==> config.mk <==
export PLATFORM = sky130hd
export DESIGN_NAME = dmem_arbiter
export DESIGN_NICKNAME = d
export VERILOG_FILES = /design/src/rtl/dmem_arbiter_pkg.sv /design/src/rtl/arb_hold_cnt.sv /design/src/rtl/dmem_arbiter.sv
export SDC_FILE = /design/constraint.sdc
export NUM_CORES = 1
export LEC_CHECK = 0
export ABC_CLOCK_PERIOD_IN_PS = 1930
export CAP_MARGIN = 10
export CORE_MARGIN = 2
export CORE_UTILIZATION = 32
export CTS_CLUSTER_SIZE = 8
export DETAILED_ROUTE_END_ITERATION = 10
export GPL_TIMING_DRIVEN = 0
export PLACE_DENSITY = 0.81
export SYNTH_ARGS = -nofsm -noshare
export SYNTH_HDL_FRONTEND = slang
export SYNTH_HIERARCHICAL = 1
export SYNTH_SLANG_ARGS = --single-unit
==> constraint.sdc <==
create_clock -name clk -period 1.93 [get_ports clk]
set_input_delay 0.579 -clock clk [delete_from_list [all_inputs] [get_ports clk]]
set_output_delay 0.579 -clock clk [all_outputs]
set_load 0.02 [all_outputs]
==> src/rtl/dmem_arbiter_pkg.sv <==
// Shared definitions for the data-memory arbiter.
//   arb_state_e : FSM state encodings (IDLE / grant port 0 / grant port 1)
//   ARB_RR, ARB_FIXED : arbitration mode codes for the PRIORITY parameter
//   hold_cnt_w() : width of the per-grant hold counter
package arb_defs;

  typedef enum logic [1:0] {
    ST_IDLE = 2'd0,
    ST_GNT0 = 2'd1,
    ST_GNT1 = 2'd2
  } arb_state_e;

  localparam int unsigned ARB_RR    = 0;
  localparam int unsigned ARB_FIXED = 1;

  // clog2(max_hold), never narrower than one bit.
  function automatic int unsigned hold_cnt_w(input int unsigned max_hold);
    return (max_hold > 1) ? $clog2(max_hold) : 1;
  endfunction

endpackage

==> src/rtl/arb_hold_cnt.sv <==
// Per-grant transfer counter for the data-memory arbiter.
//   clk_i      : clock
//   rst_i      : synchronous active-high reset
//   clr_i      : clear (grant changed); wins over increment
//   inc_i      : one transfer happened this cycle
//   at_limit_o : counter has reached MAX_HOLD-1 (where it saturates)
module arb_hold_cnt
  import arb_defs::*;
#(
  parameter int unsigned MAX_HOLD = 4
) (
  input  logic clk_i,
  input  logic rst_i,
  input  logic clr_i,
  input  logic inc_i,
  output logic at_limit_o
);

  localparam int unsigned       CNT_W = hold_cnt_w(MAX_HOLD);
  localparam logic [CNT_W-1:0]  LIMIT = CNT_W'(MAX_HOLD - 1);

  logic [CNT_W-1:0] cnt_q, cnt_d;

  assign at_limit_o = (cnt_q == LIMIT);

  always_comb begin
    cnt_d = cnt_q;
    if (clr_i) begin
      cnt_d = '0;
    end else if (inc_i && !at_limit_o) begin
      cnt_d = cnt_q + CNT_W'(1);
    end
  end

  always_ff @(posedge clk_i) begin
    if (rst_i) begin
      cnt_q <= '0;
    end else begin
      cnt_q <= cnt_d;
    end
  end

endmodule

==> src/rtl/dmem_arbiter.sv <==
// Two-port arbiter in front of a single-port data RAM (async read, sync write).
// Port 0 is the CPU load/store path, port 1 the DMA / program-loader path.
//   clk, rst                : clock, synchronous active-high reset
//   reqN, lockN, weN        : request, burst lock, write(1)/read(0)
//   addrN, wdatN            : access address and write data
//   gnt0, gnt1              : registered grants (one-hot or zero)
//   rdat, rvalid0, rvalid1  : registered read data, one-cycle valid per port
//   mem_add, mem_din, mem_we: RAM pins, driven from the port transferring now
//   mem_dout                : RAM asynchronous read data
module dmem_arbiter
  import arb_defs::*;
#(
  parameter int unsigned ADDR_W   = 8,
  parameter int unsigned DATA_W   = 16,
  parameter int unsigned MAX_HOLD = 4,
  parameter int unsigned PRIORITY = ARB_RR
) (
  input  logic              clk,
  input  logic              rst,
  input  logic              req0,
  input  logic              req1,
  input  logic              lock0,
  input  logic              lock1,
  input  logic              we0,
  input  logic              we1,
  input  logic [ADDR_W-1:0] addr0,
  input  logic [ADDR_W-1:0] addr1,
  input  logic [DATA_W-1:0] wdat0,
  input  logic [DATA_W-1:0] wdat1,
  output logic              gnt0,
  output logic              gnt1,
  output logic [DATA_W-1:0] rdat,
  output logic              rvalid0,
  output logic              rvalid1,
  output logic [ADDR_W-1:0] mem_add,
  output logic [DATA_W-1:0] mem_din,
  output logic              mem_we,
  input  logic [DATA_W-1:0] mem_dout
);

  localparam bit FIXED = (PRIORITY == ARB_FIXED);

  arb_state_e        state_q, state_d;
  logic              last_q, last_d;     // 0: port 0 granted most recently
  logic [DATA_W-1:0] rdat_q, rdat_d;
  logic              rvalid0_q, rvalid0_d;
  logic              rvalid1_q, rvalid1_d;
  logic              xfer0, xfer1;
  logic              rd0, rd1;
  logic              hold_at_limit;

  assign gnt0    = (state_q == ST_GNT0);
  assign gnt1    = (state_q == ST_GNT1);
  assign rdat    = rdat_q;
  assign rvalid0 = rvalid0_q;
  assign rvalid1 = rvalid1_q;

  assign xfer0 = gnt0 & req0;
  assign xfer1 = gnt1 & req1;
  assign rd0   = xfer0 & ~we0;
  assign rd1   = xfer1 & ~we1;

  // RAM pins follow the transferring port; rst gates the write strobe in
  // the same cycle so an access caught by reset never commits.
  always_comb begin
    mem_add = '0;
    mem_din = '0;
    mem_we  = 1'b0;
    if (xfer0) begin
      mem_add = addr0;
      mem_din = wdat0;
      mem_we  = we0 & ~rst;
    end else if (xfer1) begin
      mem_add = addr1;
      mem_din = wdat1;
      mem_we  = we1 & ~rst;
    end
  end

  always_comb begin
    rdat_d    = rdat_q;
    rvalid0_d = rd0;
    rvalid1_d = rd1;
    if (rd0 | rd1) begin
      rdat_d = mem_dout;
    end
  end

  always_comb begin
    state_d = state_q;
    unique case (state_q)
      ST_IDLE: begin
        if (req0 && req1) begin
          state_d = (FIXED || last_q) ? ST_GNT0 : ST_GNT1;
        end else if (req0) begin
          state_d = ST_GNT0;
        end else if (req1) begin
          state_d = ST_GNT1;
        end
      end
      ST_GNT0: begin
        if (!req0) begin
          state_d = req1 ? ST_GNT1 : ST_IDLE;
        end else if (lock0) begin
          state_d = ST_GNT0;
        end else if (req1 && hold_at_limit) begin
          state_d = ST_GNT1;
        end
      end
      ST_GNT1: begin
        if (!req1) begin
          state_d = req0 ? ST_GNT0 : ST_IDLE;
        end else if (lock1) begin
          state_d = ST_GNT1;
        end else if (FIXED && req0) begin
          state_d = ST_GNT0;
        end else if (req0 && hold_at_limit) begin
          state_d = ST_GNT0;
        end
      end
      default: state_d = ST_IDLE;
    endcase
  end

  always_comb begin
    last_d = last_q;
    if (state_d == ST_GNT0) begin
      last_d = 1'b0;
    end else if (state_d == ST_GNT1) begin
      last_d = 1'b1;
    end
  end

  arb_hold_cnt #(
    .MAX_HOLD (MAX_HOLD)
  ) u_hold_cnt (
    .clk_i      (clk),
    .rst_i      (rst),
    .clr_i      (state_d != state_q),
    .inc_i      (xfer0 | xfer1),
    .at_limit_o (hold_at_limit)
  );

  always_ff @(posedge clk) begin
    if (rst) begin
      state_q   <= ST_IDLE;
      last_q    <= 1'b1;
      rdat_q    <= '0;
      rvalid0_q <= 1'b0;
      rvalid1_q <= 1'b0;
    end else begin
      state_q   <= state_d;
      last_q    <= last_d;
      rdat_q    <= rdat_d;
      rvalid0_q <= rvalid0_d;
      rvalid1_q <= rvalid1_d;
    end
  end

endmodule

==> results of run 1 <==
## placed cells by master (no fill, tap or decap), types with 2 or more instances in the layout
master           synthesis  routed
a21oi_1                 19      18
a22o_1                  24      24
and3b_2                  0       2
buf_2                    7       6
buf_4                    2      13
buf_6                    4      31
buf_8                    0       3
clkbuf_8                 0       4
clkdlybuf4s50_1          0      84
dfxtp_1                 23      21
dfxtp_4                  0       2
dlygate4sd2_1            0       5
ha_1                     2       2
inv_1                    2       2
mux2i_1                  2       2
nand2_1                  2       2
nand2b_1                 2       2
nand3_1                 17      17
nand3b_1                 3       3
nand4bb_1                2       2
nor2_1                   3       3
nor2b_1                  3       2
nor3_2                   2       2
nor3b_1                  2       2
o21ai_0                  8       7
o21ai_1                 10      11
## sequential cells by signal, summed over array words and instances, names as in the netlist
register          cells
rvalid0               1
last_q                1
rvalid1               1
rdat                 16
u_hold_cnt/cnt_q      2
state_q               2
## layer usage
metal,wire length (microns),vias up,global-route usage [%],part of all wire [%]
met5,0,-,0,0
met4,7,0,1.31,0.12
met3,262,2,3.92,4.6
met2,2950,51,38.1,51
met1,2520,859,30.1,44
li1,-,868,-,-
## layout make-up
cell class | instances | area, sq um
multi-input cells | 116 | 813
fillers | 294 | 1180
inverters | 2 | 7.51
plain buffers | 14 | 119
well taps | 50 | 62.6
clock buffers | 3 | 41.3
flip-flops and latches | 23 | 468
repair buffers | 133 | 1360
clock inverters | 1 | 5.00
## worst max-delay path: stages, from the launching register on
cell	delay, ps
dfxtp_4	350
buf_6	110
and3b_2	200
buf_6	140
clkbuf_16	150
a22o_1	200
buf_6	140
## path summary, 6_finish.rpt
check / from / endpoint / cells after the start
setup / recovery: state_q[0] / mem_din[8] / 6
hold / removal: rdat[13] / rdat[13] / 2
setup reg to reg: state_q[0] / last_q / 10
hold reg to reg: rdat[13] / rdat[13] / 2
## power groups by stage
stage | Sequential, W | Combinational, W | Clock, W
finish | 0.000502 | 0.000484 | 0.000299
CTS | 0.000504 | 0.000452 | 0.000308
global placement | 0.000512 | 0.000425 | 0
floorplan | 0.000525 | 0.000163 | 0
global route | 0.000504 | 0.000514 | 0.000325
detailed placement | 0.000513 | 0.000428 | 0
## repair_timing
action / 4_1_cts / 5_1_grt
gates cloned: 4 / 1
setup buffers: 9 / 3
gates resized for setup: 173 / 22
pin swaps: 15 / 12
setup endpoints to repair: 30 / 26
## per-stage QoR
step                cell area (sq um)  setup slack, ps  hold slack, ps
detailed placement               2600            -1200             458
global placement                 2600            -1190             450
finish                           2880             -201             467
CTS                              2770             -183             470
floorplan                        1380             55.4             467
global route                     2880             -234             488
## cell families (layout without fill, tap and decap cells)
family	Yosys count	in the layout	synth area share (%)
and+or+nand+nor	46	46	23.1
xor gates and xnor gates	1	1	0.637
DFF	23	23	33.5
adders and majority gates	2	2	1.82
AOI/OAI and AO/OA	65	65	31.1
buffers and inverters	18	153	8.37
muxes	2	2	1.46
==> results.md, run 1 <==
* Crit start category: register
* CTS tree: done
* Critical Path AT at 1550 ps
* Final Setup Violations at 25
* Static Leak at around 1.2 nW
* IO Port Bufs at ~120
* # diodes at 0
* Initial detailed-routing violation count at 110
* Synth Instances at around 160
* Layout area overhead at 109%
* Slew at the pin closest to its max-slew limit at ~490 ps
* Top cell type's share of synthesized area at approximately 33%
* Hold_buf cts at 0
* CP Capture Type: primary output
* Synth warn at 6
* Final Hold Fails at 0
* DIE AREA at slightly below 0.005 sq mm
* Clock sinks at 23
* Top-count cell post-synth: a22o_1
* Synth cell types at 35
* First-pass GRT wire length at 8750 microns
* Final min period at 2130 ps
* Worst setup margin at -201 ps
* # IOs at 117
* Largest net degree at the start of global routing at 14
* Core ar. at about 0.0041 sq mm
* Post-route ant nets at 0
* Avg Inst Size Synth at between 8 and 9 sq um
* Setup TNS at -3940 ps
* Slew Viols, Final at 0
* Reg power frac at 39.1%
* Power per Cell Area at roughly 450 mW/mm^2
* Vias in the first global route at approximately 1700
* Sw frac at roughly 28%
* Dominant synthesized flop cell: dfxtp_1
* Tot GR Track Use at between 20% and 30%
* Cell Rows at 23
* Worst vdd ir at around 0.53 mV
* Nets at 367
* Share of cells above drive strength 1 at roughly 25%
* Synth Register Bits at 23
* CTS Root Cell: clkbuf_8
* Sw power at 0.000355 W
* Drc violations at 0
* H-tree depth at 1
* Critical path class: reg -> out
* Skew final at ~3.1 ps
* Highest achievable clock rate at between 400 and 500 MHz
* Post-synth net total at between 200 and 250
* Crit share post-route at 110%
* Post-DP HPWL at between 3000 and 4000 microns
* CTS max path bufs at 2
* Layout Cells excl Fill at 342
* DR vias at about 1800
* Final core occ at a little under three quarters
* Grt ovf at 0
* DIE HEIGHT at 69.6 microns
* Die Span X at around 70 microns
* Avg WL per Cell at between 15 and 20 microns
* Reg2reg setup slack at 20 ps
* Vias per cell at roughly 5.2
* Comb pwr share at between 30 and 40%
* Largest area contributor in the netlist: dfxtp_1
* Internal Power at 0.000930 W
* Dpl cells at 323
* Antenna violations before repair at 0
* Num CTS Buffers at 3
* Worst min-delay path class: reg -> reg
* DRT Wirelength at about 5700 microns
* Sequential-to-total area share from yosys stat at ~33%
* Clock Power Share at between 20% and 30%
* Status: finished with violations
* Max-slew headroom at around two thirds
* Synthesized area at roughly 0.0014 sq mm
* Failing checks: setup timing
* Commonest cells post-synth: 24 x a22o_1, 23 x dfxtp_1, 19 x a21oi_1
* Required time of the critical path at around 1400 ps
* Ys async rst share at 0%
* RSZ-0062 raised after global routing: true
* Drt first pass iters at 4
* Total power at 0.00128 W
* Worst-path clk slew at around 80 ps
* Number of enable flip-flop cells after synthesis at 0
* Crit-path max FO at 6
* Initial core utilization at between 30% and 40%
* Synth top area cells: dfxtp_1 33%, a22o_1 15%, a21oi_1 6.9%
* RD Place Congestion at 0.785
* Maxcap violations at 0
* Worst-skew pair later-pin latency at ~260 ps
No activity file was read; power rests on OpenSTA's default activity.
==> run 2: changes to the inputs <==
CORE_MARGIN = unset   (was 2)
==> results.md, run 2 (synthesized netlist as in run 1, its figures left out) <==
* RR Endpoint: last_q
* CTS tree: done
* Die Span X at around 68 microns
* Vias in the first global route at about 1700
* Drt first pass iters at 4
* Final min period at approximately 2100 ps
* Total power at 0.00125 W
* First-pass GRT wire length at approximately 8400 microns
* Highest achievable clock rate at roughly 480 MHz
* GRT busiest layer: met2
* # diodes at 0
* RD Place Congestion at about 0.75
* Met2 Track Usage GR at approximately two fifths
* Post-route ant nets at 0
* Crit share post-route at 108%
* Maxcap violations at 0
* Final core occ at around 68%
* DRT Wirelength at roughly 5500 microns
* Grt ovf at 0
* CTS Root Cell: clkbuf_8
* Nets at approximately 360
* DIE AREA at 0.00456 sq mm
* Antenna violations before repair at 0
* H-tree depth at 1
* Slew Viols, Final at 0
* RSZ-0062 raised after global routing: true
* Worst r2r src: state_q[0]
* Drc violations at 0
* Static Leak at around 1.1 nW
* Avg WL per Cell at about 16 microns
* Crit-path max FO at 8
* GR Util met1 at 31.5%
* Largest net degree at the start of global routing at 14
* Critical path class: in -> out
* Failing checks: setup timing
* Crit start category: input port
* Power per Cell Area at 451 mW/mm^2
* Critical Path AT at roughly 1500 ps
* Critical Path Source: req1
* Fill count at around 330
* Vias per cell at ~5.2
* Max-slew headroom at 67.5%
* CP Capture Type: primary output
* CTS max path bufs at 2
* DR vias at approximately 1800
* Met3 Track Usage GR at 6.08%
* Share of cells above drive strength 1 at between 20% and 30%
* Final Hold Fails at 0
* Worst min-delay path class: reg -> reg
* Skew final at 5.23 ps
* Hold slack at 468 ps
* Worst-skew pair later-pin latency at between 200 and 300 ps
* Cell Rows at 23
* Setup crit end: mem_din[12]
* Max reg flops at 16
* Worst-path clk slew at 80 ps
* Final Setup Violations at 25
* Layout area overhead at 102%
* Required time of the critical path at 1350 ps
* Commonest non-fill, non-tap cells in the layout: 84 x clkdlybuf4s50_1, 24 x a22o_1, 23 x buf_6
* Num CTS Buffers at 3
* Post-DP HPWL at between 3000 and 4000 microns
* Commonest non-fill, non-tap cell in the layout: clkdlybuf4s50_1
* Core ar. at ~0.004 sq mm
* Status: finished with violations
* Worst setup margin at -157 ps
* Slew at the pin closest to its max-slew limit at between 400 and 500 ps
* Clock sinks at 23
* DIE HEIGHT at around 68 microns
* # IOs at 117
* Tot GR Track Use at around a quarter
* Worst vdd ir at around 0.38 mV
* Reg2reg setup slack at around 210 ps
* Initial core utilization at 33.9%
* IO Port Bufs at roughly 120
* Initial detailed-routing violation count at 60
* Reg2reg path depth at 8
## run 2: cell count changes in the layout (fill, tap and decap cells not counted), sizes merged
cell,previous run,this run
buf,54,52
clkbuf,7,6
## run 2: timing repair
action / 4_1_cts / 5_1_grt
cloned: 4 / 0
setup endpoints to repair: 30 / 26
setup buffers: 10 / 0
gates resized for setup: 172 / 7
pin swaps: 13 / 7
hold buffers: 0 / 0
## run 2: worst max-delay path: stages
cell and delay (ps):
buf_8 90, and3b_2 230, buf_6 140, buf_8 120, a22o_1 210, buf_6 130
## run 2: area by class of cell
| type | count | area [sq um] | share of cell area, % |
|---|---|---|---|
| tap | 50 | 62.6 | 2.25 |
| sequential | 23 | 468 | 16.8 |
| multi-input combinational | 116 | 820 | 29.5 |
| buffer | 14 | 118 | 4.23 |
| clock inverter | 1 | 5.00 | 0.180 |
| inverter | 2 | 7.51 | 0.270 |
| clock buffer | 3 | 41.3 | 1.49 |
| timing repair buffer | 130 | 1260 | 45.2 |
## run 2: how the worst min path moves through the flow
stage               depth (start not counted)  slack (ps)        to     start
floorplan                                   2         470    last_q    last_q
global placement                            2         450   rdat[4]   rdat[4]
detailed placement                          2         460  rdat[12]  rdat[12]
CTS                                         2         470  rdat[12]  rdat[12]
global route                                2         490  rdat[11]  rdat[11]
finish                                      2         470  rdat[11]  rdat[11]
## run 2: per-layer routing
layer	share of wire [%]	vias up
li1	-	860
met1	43	811
met2	47	80
met3	7.4	14
met4	2.5	0
met5	0	-
## run 2: stage by stage
| stage | cell area, sq um | setup TNS [ps] | worst slack, ps | std cells |
|---|---|---|---|---|
| 6_report | 2780 | -2680 | -157 | 339 |
| 5_1_grt | 2780 | -3770 | -207 | 339 |
| 4_1_cts | 2760 | -2610 | -155 | 339 |
| 3_5_place_dp | 2600 | -30750 | -1200 | 323 |
| 3_3_place_gp | 2600 | -30140 | -1190 | 323 |
| 2_1_floorplan | 1380 | 0 | 55.4 | 157 |
## run 2: report_power, final
group          internal [W]  switching, W
combinational      0.000274      0.000177
clock              0.000144      0.000153
sequential         0.000491     0.0000126
total              0.000909      0.000343
==> run 3: changes to the inputs <==
CORE_UTILIZATION = 33   (was 32)
CTS_BUF_LIST = sky130_fd_sc_hd__clkbuf_4 sky130_fd_sc_hd__clkbuf_8   (was unset)
PLACE_DENSITY = unset   (was 0.81)
PLACE_DENSITY_LB_ADDON = 0.05   (was unset)
==> results.md, run 3 (synthesized netlist as in run 1, its figures left out) <==
* Crit share post-route at 110%
* Hold slack at between 400 and 500 ps
* Failing checks: setup timing
* Largest net degree at the start of global routing at 14
* Static Leak at 1.17 nW
* Wire length on met3 at 478 microns
* Worst-path clk slew at roughly 80 ps
* Commonest non-fill, non-tap cells in the layout: 84 x clkdlybuf4s50_1, 25 x buf_6, 23 x a22o_1
* Crit start category: input port
* Cell Rows at 23
* Worst setup margin at -185 ps
* Top layer in use: met4
* DR vias at about 1800
* Dpl cells at 323
* # IOs at 117
* Initial core utilization at about a third
* Required time of the critical path at around 1400 ps
* CTS max path bufs at 2
* Commonest non-fill, non-tap cell in the layout: clkdlybuf4s50_1
* Total power at about 0.0013 W
* Share of cells above drive strength 1 at 26.2%
* Hold_buf cts at 0
* Antenna violations before repair at 0
* DIE HEIGHT at around 67 microns
* Crit-path max FO at 8
* Reg2reg setup slack at roughly 110 ps
* DIE AREA at between 0.004 and 0.005 sq mm
* Status: finished with violations
* Avg WL per Cell at ~15 microns
* Vias in the first global route at between 1500 and 2000
* Placed cell areas at between 0.002 and 0.003 sq mm
* Vias per cell at around 5
* Critical Path AT at ~1500 ps
* Slew at the pin closest to its max-slew limit at 522 ps
* Power per Cell Area at approximately 440 mW/mm^2
* DRT Wirelength at just over 5000 microns
* Core ar. at around 0.0040 sq mm
* Post-route ant nets at 0
* Metal2 WL at approximately 2500 microns
* CTS tree: done
* Tot GR Track Use at 22.8%
* Slew Viols, Final at 0
* Post-route met1 wirelength at 2060 microns
* Max-slew headroom at about two thirds
* Worst vdd ir at around 0.46 mV
* Layout Cells excl Fill at between 300 and 400
* First-pass GRT wire length at 7780 microns
* Clock sinks at 23
* CP Capture Type: primary output
* Max reg flops at 16
* RSZ-0062 raised after global routing: true
* Post-DP HPWL at between 3000 and 4000 microns
* Worst-skew pair later-pin latency at roughly 260 ps
* Drt first pass iters at 4
* Layout area overhead at 110%
* RD Place Congestion at between 0.8 and 0.9
* Maxcap violations at 0
* Die Span X at about 67 microns
* Num CTS Buffers at 3
* Final instance area at slightly below 0.003 sq mm
* H-tree depth at 1
* Nets at around 370
* Place WS at -1260 ps
* Worst min-delay path class: reg -> reg
* # diodes at 0
* Final min period at 2120 ps
* Critical path class: in -> out
* Final Setup Violations at 25
* Drc violations at 0
* Highest achievable clock rate at approximately 470 MHz
* Grt ovf at 0
* Final Hold Fails at 0
* Skew final at a little over 1 ps
* CTS Root Cell: clkbuf_8
* IO Port Bufs at 116
* Initial detailed-routing violation count at 57
[run 3: cell types whose count changed in the layout (fill, tap and decap cells not counted), sizes merged]
cell           delta
dlymetal6s2s      +1
clkbuf            +1
buf               +4
dlygate4sd2       -2
clkdlybuf4s15     +1
[run 3: layout make-up]
cell class	count	area (sq um)
Inverter	2	7.51
Sequential cell	23	468
Buffer	14	115
Timing Repair Buffer	135	1350
Tap cell	50	62.6
Fill cell	333	1120
Clock buffer	3	41.3
Multi-Input combinational cell	116	832
Clock inverter	1	5.00
[run 3: worst paths after layout]
path                                  from           to  depth (start not counted)
worst max-delay path                  req1  mem_din[10]                          6
worst min-delay path               rdat[9]      rdat[9]                          2
worst max register to register  state_q[1]       last_q                          9
worst min register to register     rdat[9]      rdat[9]                          2
[run 3: repair_timing]
item / 4_1_cts / 5_1_grt
gates cloned: 0 / 1
pin swaps: 13 / 14
gates resized for setup: 164 / 21
endpoints found under the setup margin: 30 / 27
setup buffers: 10 / 8
[run 3: where the power goes]
group,switching (W),total (W),internal (W)
Clock,0.000159,0.000303,0.000144
Combinational,0.000180,0.000475,0.000296
Sequential,0.0000118,0.000503,0.000491
Total,0.000350,0.00128,0.000931
[run 3: stage by stage]
| stage | setup TNS (ps) | utilization, % |
|---|---|---|
| floorplan | 0 | - |
| global placement | -30630 | 65.0 |
| detailed placement | -31120 | 65.0 |
| CTS | -4080 | 68.8 |
| global route | -4250 | 72.1 |
| finish | -3350 | 72.1 |
[run 3: routing by layer]
metal / track usage [%] / up-vias
met3: 5.31 / 9
met1: 27.9 / 812
met2: 38.9 / 81
met4: 6.91 / 0
li1: - / 869
met5: 0 / -
[run 3: critical path, cell delays in order]
cell	delay, ps
buf_8	100
and3b_2	210
buf_6	140
buf_6	130
a22o_1	230
buf_6	130
